==> src/rtl/baud_rate_gen_hs_pkg.sv <==
// Shared UART clocking package: baud select encodings, nominal baud rates
// and the half-period helper used by the baud generator and the TX/RX blocks.
package baud_rate_gen_hs_pkg;

  // Encoding of the 2-bit rate select input.
  localparam logic [1:0] BAUD_921600 = 2'd0;
  localparam logic [1:0] BAUD_460800 = 2'd1;
  localparam logic [1:0] BAUD_230400 = 2'd2;
  localparam logic [1:0] BAUD_115200 = 2'd3;

  // Nominal line rates in baud, one per select code.
  localparam int RATE_921600 = 921_600;
  localparam int RATE_460800 = 460_800;
  localparam int RATE_230400 = 230_400;
  localparam int RATE_115200 = 115_200;

  // Number of system clocks in one half of a baud period, truncated.
  function automatic int half_period(input int clk_freq, input int baud);
    return clk_freq / (2 * baud);
  endfunction

endpackage

==> src/rtl/baud_rate_gen_hs.sv <==
// High-speed UART baud clock generator. Produces a 50%-duty square wave at
// one of four rates; idles low while disabled or in reset. The output is a
// flop so downstream shift logic sees clean, glitch-free edges.
import baud_rate_gen_hs_pkg::*;

module baud_rate_gen_hs #(
  parameter int CLK_FREQ = 100_000_000,
  parameter int CNT_W    = 10
) (
  input  logic       clk,
  input  logic       rst,
  input  logic [1:0] baudRate,
  input  logic       en,
  output logic       clkOut
);

  // Half-period lengths in clocks for each select code.
  localparam int H0 = half_period(CLK_FREQ, RATE_921600);
  localparam int H1 = half_period(CLK_FREQ, RATE_460800);
  localparam int H2 = half_period(CLK_FREQ, RATE_230400);
  localparam int H3 = half_period(CLK_FREQ, RATE_115200);

  // Terminal counter values: the counter runs 0..H-1 per half period.
  localparam logic [CNT_W-1:0] LIM0 = CNT_W'(H0 - 1);
  localparam logic [CNT_W-1:0] LIM1 = CNT_W'(H1 - 1);
  localparam logic [CNT_W-1:0] LIM2 = CNT_W'(H2 - 1);
  localparam logic [CNT_W-1:0] LIM3 = CNT_W'(H3 - 1);

  logic [CNT_W-1:0] cnt;
  logic [CNT_W-1:0] limit;
  logic             terminal;

  // Pick the terminal count for the current select; no latching, so a
  // rate change applies to the half period already in progress.
  always_comb begin
    limit = LIM3;
    case (baudRate)
      BAUD_921600: limit = LIM0;
      BAUD_460800: limit = LIM1;
      BAUD_230400: limit = LIM2;
      BAUD_115200: limit = LIM3;
      default:     limit = LIM3;
    endcase
  end

  // Greater-or-equal rather than equality: after a switch to a faster rate
  // the counter may already sit past the new limit, and must then toggle on
  // the next edge instead of wrapping through the full counter range.
  assign terminal = (cnt >= limit);

  // Half-period counter: cleared by reset, by a disabled cycle and at each
  // terminal count; otherwise advances by one per clock.
  always_ff @(posedge clk or posedge rst) begin
    if (rst) begin
      cnt <= '0;
    end else if (!en) begin
      cnt <= '0;
    end else if (terminal) begin
      cnt <= '0;
    end else begin
      cnt <= cnt + CNT_W'(1);
    end
  end

  // Output toggle flop: forced low when disabled, flips at each terminal count.
  always_ff @(posedge clk or posedge rst) begin
    if (rst) begin
      clkOut <= 1'b0;
    end else if (!en) begin
      clkOut <= 1'b0;
    end else if (terminal) begin
      clkOut <= ~clkOut;
    end
  end

endmodule

==> config.mk <==
export PLATFORM = sky130hd
export DESIGN_NAME = baud_rate_gen_hs
export DESIGN_NICKNAME = d
export VERILOG_FILES = /design/src/rtl/baud_rate_gen_hs_pkg.sv /design/src/rtl/baud_rate_gen_hs.sv
export SDC_FILE = /design/constraint.sdc
export NUM_CORES = 1
export LEC_CHECK = 0
export BUFFER_PORTS_ARGS = -buffer_cell sky130_fd_sc_hd__clkbuf_2
export CORE_MARGIN = 8
export CORE_UTILIZATION = 57
export CTS_CLUSTER_SIZE = 12
export DETAILED_ROUTE_END_ITERATION = 8
export MAX_ROUTING_LAYER = met4
export PLACE_DENSITY = 0.76
export SYNTH_ARGS = -nofsm -noshare
export SYNTH_HDL_FRONTEND = slang
export SYNTH_SLANG_ARGS = --single-unit
==> constraint.sdc <==
create_clock -name clk -period 2.3 [get_ports clk]
set_clock_uncertainty 0.15 [all_clocks]
set_input_delay 0.23 -clock clk [delete_from_list [all_inputs] [get_ports clk]]
set_output_delay 0.23 -clock clk [all_outputs]
set_load 0.01 [all_outputs]
==> results.py, run 1 <==
metrics = {
    "layout": {
        "layout.area.seq_um2": 275,
        "syn_to_final_growth_pct": 14.1,
        "multiInputGateArea_um2": 459,
        "drive_gt1_share_pct": 18.1,
        "antenna_cells": 0,
        "fin_nets": 115,
        "final_core_util_pct": 69.5,
        "fill_cells": 103,
    },
    "clock_tree": {
        "h-tree-depth": 1,
        "cts_resized": 0,
        "clock_sinks": 11,
        "numCtsBuffers": 3,
        "cts_tree": "yes",
        "cts_root_buf": "clkbuf_4",
        "path_clk_slew_ns": 0.07,
        "clk_latency_ns": 0.27,
        "cts_buffer_depth": 2,
    },
    "setup_path": {
        "cp_slowest_stage_delay_ns": 0.38,
        "cp.required_ns": 2.30,
        "crit_arrival_ns": 2.06,
        "worstSetupStartpointType": "flop",
        "crit_family": "simple AND/OR/NAND/NOR gates",
        "end_kind": "flop",
        "r2r_cells": 7,
        "r2r-start": "cnt[0]$_DFF_PP0_",
        "path_buf_inv": 1,
        "path_cells": "inv_1 > ha_1 > nand2b_4 > a211oi_2 > nor3_1 > or3_4 > mux2_4",
        "timing.critical_path.from": "cnt[0]$_DFF_PP0_",
        "slowest_stage": "or3_4",
        "r2r-end": "clkOut$_DFFE_PP0P_",
        "path_class": "reg -> reg",
        "crit_fanout": 2,
        "rrSetupSlack_ns": 0.24,
    },
    "route": {
        "route.detailed.drc": 0,
        "antenna_left": 0,
        "drt_pass1_iterations": 4,
        "vias": 579,
        "drtIter0Drc": 9,
        "wl_per_cell_um": 13.1,
        "routed_wl_mm": 1.43,
        "vias_per_cell": 5.31,
    },
    "global_route": {
        "grt_pass1_wl_mm": 2.69,
        "antenna_found_initial": 0,
        "grt.overflow.total": 0,
        "use_met1_pct": 14.1,
        "grt.met3_usage_pct": 5.88,
        "grt.busiest_layer": "met2",
        "track_usage_pct": 13.6,
        "grt_pass1_vias": 620,
        "grt.met2_usage_pct": 22.5,
        "grt_max_degree": 12,
    },
    "sta": {
        "finalHoldViolCount": 0,
        "setup_violations": 0,
        "setup-tns-final_ns": 0,
        "max-slew-margin-rel_pct": 72.8,
        "worst_pin_slew_ns": 0.408,
        "fmaxAchievable_ghz": 0.486,
        "post-route-min-period_ns": 2.06,
        "slew_violations": 0,
        "hold_ws_ns": 0.197,
        "grt_setup_unrepaired": "false",
        "post-route-period-util_pct": 89.5,
    },
    "worst_hold_path": {
        "min_path_type": "in -> reg",
        "hold-path-endpoint": "clkOut$_DFFE_PP0P_",
        "hp-start": "en",
        "hold_depth": 3,
    },
    "die": {
        "dieArea_um2": 2820,
        "die_w_um": 53.1,
        "die_y_um": 53.1,
        "io_pins": 6,
        "initial_utilization_pct": 61.0,
        "num_rows": 13,
        "core_area_um2": 1280,
    },
    "synthesis": {
        "synth_cell_types": 23,
        "syn-num-nets": 100,
        "yosys_register_bits": 11,
        "synth_warnings": 0,
        "yosysSeqAreaShare_pct": 35.1,
        "avgSynthCellArea_um2": 9.79,
        "synth_area_um2": 783,
        "synth_cells": 80,
    },
    "placement": {
        "place_hpwl_mm": 1.18,
        "portBuffers": 5,
        "gp_congestion": 0.844,
    },
    "job": {
        "maxCapViolCount": 0,
    },
    "power_and_ir_drop": {
        "p_total_mw": 0.418,
        "p_leak_nw": 0.483,
        "peakVddDrop_v": 0.000415,
        "p_per_area_nw_per_um2": 468,
    },
    "status": {
        "status": "completed",
    },
}
==> cells by family (layout without fill, tap and decap cells) <==
family	Yosys count	after routing	synth area share [%]
compound gates	7	7	6.71
xor+xnor	7	7	7.83
fa+ha+maj	15	15	24.0
buf+inv	12	26	6.23
flops	11	11	35.1
mux	1	1	1.92
simple gates	27	27	18.2
==> routing by layer <==
layer  wire length (um)  vias up
met2                713        6
met3                 50        5
met4                 31        0
met1                635      275
li1                   -      293
met5                  0        -
==> per-stage QoR <==
step / cells / area, um2 / setup slack [ns]
floorplan: 80 / 783 / 0.218
global placement: 104 / 857 / 0.0540
detailed placement: 104 / 857 / 0.0214
CTS: 109 / 893 / 0.234
global route: 109 / 893 / 0.169
finish: 109 / 893 / 0.240
==> worst min-delay path: cells and delay by family <==
kind	cells	cell delay [ns]
buffers and inverters	1	0.09
muxes	1	0.15
and+or+nand+nor	1	0.12
==> sequential cells by signal, indices dropped and copies added (netlist names) <==
name    count
clkOut      1
cnt        10
==> worst max-delay path by stage <==
stage,to,cells past startpoint,slack [ns]
2_1_floorplan,clkOut$_DFFE_PP0P_,9,0.22
3_3_place_gp,clkOut$_DFFE_PP0P_,10,0.05
3_5_place_dp,clkOut$_DFFE_PP0P_,10,0.02
4_1_cts,clkOut$_DFFE_PP0P_,7,0.23
5_1_grt,clkOut$_DFFE_PP0P_,7,0.17
6_report,clkOut$_DFFE_PP0P_,7,0.24
==> what timing repair did <==
item,in CTS,in global routing
hold buffers,1,0
hold endpoints to repair,11,0
endpoints found under the setup margin,0,0
buffers inserted,0,0
==> layout make-up <==
cell class / count / area share, %
inverters: 11 / 4.62
multi-input cells: 57 / 51.4
well taps: 15 / 2.10
clock buffers: 4 / 2.94
repair buffers: 11 / 8.12
flip-flops and latches: 11 / 30.8
==> power by group <==
group | switching (mW) | total (mW) | internal [mW]
clock network | 0.0619 | 0.129 | 0.0671
registers | 0.00753 | 0.208 | 0.201
logic | 0.0397 | 0.0809 | 0.0412
total | 0.109 | 0.418 | 0.309
==> Yosys cell counts <==
cell type  count  share of area [%]
nor2b_1        1               0.80
or3_4          1                1.4
ha_1          15                 24
inv_1         11                5.3
nor3b_1        1               0.96
a21o_1         1               0.96
nand3_1        5                3.2
nand4b_1       1                1.1
a21oi_1        2                1.3
buf_4          1               0.96
xnor2_1        3                3.4
a211oi_2       1                1.6
o211ai_1       1               0.96
a31oi_1        1               0.80
mux2_4         1                1.9
nand2_1        1               0.48
dfrtp_1       11                 35
a41oi_1        1                1.1
and3_1         2                1.6
xor2_1         4                4.5
nor2_1        13                6.2
nor3_1         1               0.64
nand2b_4       1                1.8
==> cells in the final DEF, fill, tap and decap left out <==
cell type,n
a211oi_2,1
a21o_1,1
a21oi_1,2
a31oi_1,1
a41oi_1,1
and3_1,2
buf_4,5
clkbuf_1,1
clkbuf_2,5
clkbuf_4,3
dfrtp_1,11
dlygate4sd3_1,1
ha_1,15
inv_1,11
mux2_4,1
nand2_1,1
nand2b_4,1
nand3_1,5
nand4b_1,1
nor2_1,13
nor2b_1,1
nor3_1,1
nor3b_1,1
o211ai_1,1
or3_4,1
xnor2_1,3
xor2_1,4
Power figures use the tool's default switching activity.
==> inputs of run 2 (changes only) <==
PLACE_DENSITY = 0.86   (was 0.76)
==> run 2 against run 1 <==
  * Critical path depth unchanged
  * Global-route usage fell by 2.3 points
  * Cell count is 2.8% lower
  * Largest cell class unchanged
  * Core utilization fell by 1.8 points
  * Sequential cell count stayed put
  * Hold slack better by 0.0057 ns
  * Register-to-register slack lost 0.09 ns
  * Sequential power is essentially flat
  * Clock-buffer cell count stayed put
  * Fmax fell by 4.1%
==> results.py, run 2 (synthesis gave the netlist of run 1 again) <==
metrics = {
    "sta": {
        "post-route-min-period_ns": 2.15,
        "finalHoldViolCount": 0,
        "fmaxAchievable_ghz": 0.466,
        "slew_violations": 0,
        "hold_ws_ns": 0.203,
        "worst_slack_ns": 0.153,
        "post-route-period-util_pct": 93.4,
        "worst_pin_slew_ns": 0.389,
        "grt_setup_unrepaired": "false",
        "max-slew-margin-rel_pct": 74.0,
        "setup_violations": 0,
    },
    "layout": {
        "final_common_cell": "ha_1",
        "final_cells": 106,
        "antenna_cells": 0,
        "regMostFlops": "cnt",
        "drive_gt1_share_pct": 15.4,
        "syn_to_final_growth_pct": 11.2,
        "fill_cells": 113,
        "layout_common_cells": "15 x ha_1, 13 x nor2_1, 11 x inv_1, 11 x dfrtp_1",
        "multiInputGateArea_um2": 459,
        "fin_nets": 112,
        "largest_reg_flops": 10,
        "largest_registers": "cnt: 10 flops, clkOut: 1 flops",
        "layout.area.seq_um2": 275,
        "final_core_util_pct": 67.8,
    },
    "setup_path": {
        "crit_family": "simple AND/OR/NAND/NOR gates",
        "cp_slowest_stage_delay_ns": 0.42,
        "slowest_stage": "dfrtp_1",
        "crit_arrival_ns": 2.15,
        "crit_fanout": 5,
        "worstSetupStartpointType": "flop",
        "cp.required_ns": 2.30,
        "path_buf_inv": 1,
        "path_class": "reg -> reg",
        "path_cells": "inv_1 > ha_1 > nand2b_4 > a211oi_2 > nor3_1 > or3_4 > mux2_4",
        "end_kind": "flop",
    },
    "placement": {
        "portBuffers": 5,
        "dpl_worst_slack_ns": -0.0240,
        "gp_congestion": 0.735,
        "dpl.cell_count": 101,
        "place_hpwl_mm": 1.08,
    },
    "route": {
        "route.detailed.drc": 0,
        "vias_per_cell": 5.31,
        "wl_per_cell_um": 12.5,
        "routed_wl_mm": 1.33,
        "drtIter0Drc": 4,
        "antenna_left": 0,
        "vias": 563,
        "drt_pass1_iterations": 4,
    },
    "global_route": {
        "grt_max_degree": 12,
        "grt_pass1_wl_mm": 2.29,
        "track_usage_pct": 11.3,
        "grt_pass1_vias": 571,
        "antenna_found_initial": 0,
        "grt.overflow.total": 0,
    },
    "status": {
        "status": "completed",
    },
    "power_and_ir_drop": {
        "p_per_area_nw_per_um2": 471,
        "p_leak_nw": 0.468,
        "peakVddDrop_v": 0.000340,
    },
    "die": {
        "dieArea_um2": 2820,
        "num_rows": 13,
        "io_pins": 6,
        "die_y_um": 53.1,
        "initial_utilization_pct": 61.0,
        "core_area_um2": 1280,
        "die_w_um": 53.1,
    },
    "clock_tree": {
        "clock_sinks": 11,
        "cts_root_buf": "clkbuf_4",
        "h-tree-depth": 1,
        "cts_buffer_depth": 2,
        "clk_latency_ns": 0.26,
        "postCtsSetupBuffers": 0,
        "cts_tree": "yes",
        "numCtsBuffers": 3,
        "path_clk_slew_ns": 0.06,
    },
    "job": {
        "maxCapViolCount": 0,
    },
    "worst_hold_path": {
        "min_path_type": "in -> reg",
    },
}
run 2: worst paths after layout:
check | end | slack, ns | start | cells after the start
max | clkOut$_DFFE_PP0P_ | 0.15 | cnt[0]$_DFF_PP0_ | 7
min | clkOut$_DFFE_PP0P_ | 0.20 | en | 3
max reg2reg | clkOut$_DFFE_PP0P_ | 0.15 | cnt[0]$_DFF_PP0_ | 7
min reg2reg | cnt[0]$_DFF_PP0_ | 0.37 | cnt[0]$_DFF_PP0_ | 1
max in group asynchronous | cnt[9]$_DFF_PP0_ | 1.41 | rst | 3
min in group asynchronous | cnt[0]$_DFF_PP0_ | 0.32 | rst | 3
run 2: final cells by class:
class                           count  area share, %
Inverter                           11           4.74
Tap cell                           15           2.16
Clock buffer                        4           3.02
Sequential cell                    11           31.6
Timing Repair Buffer                8           5.75
Multi-Input combinational cell     57           52.7
run 2: what timing repair did:
action	CTS	global route
hold buffers	1	0
hold endpoints to repair	11	0
resized for setup	0	0
run 2: layer usage:
layer,share of wire [%],up-vias,global-route usage (%)
li1,-,289,-
met1,46,257,12.3
met2,47,11,16.8
met3,3.6,6,2.52
met4,3.3,0,10.1
met5,0,-,-
run 2: worst reg2reg max path, delay by kind of cell (launching register included):
kind                       cells  cell delay (ns)
adders and majority gates      1             0.29
muxes                          1             0.31
DFF                            1             0.42
buffers and inverters          1             0.07
and+or+nand+nor                3             0.58
AOI/OAI and AO/OA              1             0.22
run 2: stage by stage:
stage | setup TNS (ns) | total power [mW] | instance area (um2)
finish | 0 | 0.411 | 871
global route | 0 | 0.438 | 871
CTS | 0 | 0.419 | 871
detailed placement | -0.0240 | 0.288 | 835
global placement | 0 | 0.282 | 835
floorplan | 0 | 0.265 | 783
run 2: power breakdown:
group	switching (mW)	internal [mW]
Clock	0.0582	0.0671
Sequential	0.00914	0.201
Combinational	0.0378	0.0373
==> inputs of run 3 (changes only) <==
CORE_UTILIZATION = 55   (was 57)
PLACE_DENSITY = 0.75   (was 0.86)
==> run 3 against run 2 <==
  * Largest power group unchanged
  * Combinational power is 2% higher
  * Critical path type unchanged
  * Routed wire length is 3.8% higher
  * Clock power is 6% higher
==> results.py, run 3 (synthesis gave the netlist of run 1 again) <==
metrics = {
    "status": {
        "status": "completed",
    },
    "layout": {
        "final_cells": 107,
        "regMostFlops": "cnt",
        "syn_to_final_growth_pct": 12.1,
        "fill_cells": 108,
        "largest_registers": "cnt: 10 flops, clkOut: 1 flops",
        "largest_reg_flops": 10,
        "fin_area_um2": 878,
        "drive_gt1_share_pct": 16.3,
        "fin_nets": 113,
        "final_common_cell": "ha_1",
        "layout_common_cells": "15 x ha_1, 13 x nor2_1, 11 x inv_1, 11 x dfrtp_1",
        "antenna_cells": 0,
    },
    "global_route": {
        "antenna_found_initial": 0,
        "grt_pass1_vias": 589,
        "grt.overflow.total": 0,
        "grt_max_degree": 12,
        "track_usage_pct": 11.9,
        "grt_pass1_wl_mm": 2.41,
    },
    "clock_tree": {
        "numCtsBuffers": 3,
        "cts_tree": "yes",
        "post_cts_hold_buffer_count": 1,
        "cts_resized": 0,
        "h-tree-depth": 1,
        "clock_sinks": 11,
        "path_clk_slew_ns": 0.07,
        "cts_buffer_depth": 2,
        "cts_root_buf": "clkbuf_4",
        "clk_latency_ns": 0.27,
        "postCtsSetupBuffers": 0,
    },
    "route": {
        "drt_pass1_iterations": 4,
        "vias": 564,
        "drtIter0Drc": 3,
        "wl_per_cell_um": 12.9,
        "routed_wl_mm": 1.38,
        "route.detailed.drc": 0,
        "vias_per_cell": 5.27,
        "antenna_left": 0,
    },
    "sta": {
        "max-slew-margin-rel_pct": 73.2,
        "slew_violations": 0,
        "post-route-period-util_pct": 93.4,
        "worst_pin_slew_ns": 0.402,
        "fmaxAchievable_ghz": 0.466,
        "post-route-min-period_ns": 2.15,
        "setup_violations": 0,
        "finalHoldViolCount": 0,
        "setup-tns-final_ns": 0,
        "worst_slack_ns": 0.153,
        "grt_setup_unrepaired": "false",
    },
    "setup_path": {
        "cp_slowest_stage_delay_ns": 0.42,
        "path_cells": "inv_1 > ha_1 > nand2b_4 > a211oi_2 > nor3_1 > or3_4 > mux2_4",
        "crit_fanout": 5,
        "path_class": "reg -> reg",
        "slowest_stage": "dfrtp_1",
        "worstSetupStartpointType": "flop",
        "timing.critical_path.from": "cnt[0]$_DFF_PP0_",
        "crit_arrival_ns": 2.16,
        "cp.required_ns": 2.31,
        "r2r-start": "cnt[0]$_DFF_PP0_",
        "end_kind": "flop",
    },
    "placement": {
        "dpl_worst_slack_ns": -0.0497,
        "gp_congestion": 0.842,
        "placed_area_um2": 842,
        "portBuffers": 5,
        "place_hpwl_mm": 1.13,
        "dpl.cell_count": 102,
    },
    "job": {
        "maxCapViolCount": 0,
    },
    "die": {
        "num_rows": 13,
        "initial_utilization_pct": 59.4,
        "dieArea_um2": 2890,
        "die_w_um": 53.7,
        "io_pins": 6,
        "core_area_um2": 1320,
        "die_y_um": 53.7,
    },
    "worst_hold_path": {
        "hp-start": "en",
        "min_path_type": "in -> reg",
    },
    "power_and_ir_drop": {
        "p_leak_nw": 0.473,
        "peakVddDrop_v": 0.000319,
        "p_per_area_nw_per_um2": 476,
    },
}
-- run 3: critical path: cells and delay by family (launching register included) --
kind | cells | cell delay, ns
AO/OA/AOI/OAI | 1 | 0.22
adder cells (fa/ha/maj) | 1 | 0.29
buffers and inverters | 1 | 0.06
flip-flops | 1 | 0.42
multiplexers | 1 | 0.30
AND/OR/NAND/NOR | 3 | 0.59
-- run 3: area by class of cell --
type,count,area [um2],area share [%]
sequential,11,275,31.3
multi-input combinational,57,459,52.3
inverter,11,41.3,4.70
clock buffer,4,26.3,2.99
timing repair buffer,9,57.6,6.55
tap,15,18.8,2.14
-- run 3: metal layers --
layer | track usage, % | share of wire, % | wire [um] | vias up
met2 | 20.3 | 52 | 712 | 6
li1 | - | - | - | 291
met4 | 7.56 | 2.1 | 29 | 0
met1 | 11.7 | 44 | 600 | 264
met3 | 3.31 | 2.6 | 36 | 3
met5 | - | 0 | 0 | -
-- run 3: power by group --
| part | internal (mW) | switching (mW) |
|---|---|---|
| Combinational | 0.0386 | 0.0381 |
| Sequential | 0.201 | 0.00871 |
| Clock | 0.0673 | 0.0646 |
| Total | 0.307 | 0.111 |
-- run 3: through the flow --
stage	total power [mW]	hold slack [ns]	util [%]
finish	0.418	0.183	66.7
global route	0.445	0.203	66.7
CTS	0.427	0.179	66.7
detailed placement	0.289	0.0657	63.9
global placement	0.285	0.0593	63.9
floorplan	0.265	-0.0676	-
-- run 3: path summary, 6_finish.rpt --
check,cells past startpoint,slack [ns],to
min reg2reg,1,0.37,cnt[0]$_DFF_PP0_
min,3,0.18,clkOut$_DFFE_PP0P_
min in group asynchronous,3,0.32,cnt[6]$_DFF_PP0_
max,7,0.15,clkOut$_DFFE_PP0P_
max reg2reg,7,0.15,clkOut$_DFFE_PP0P_
max in group asynchronous,3,1.39,cnt[4]$_DFF_PP0_
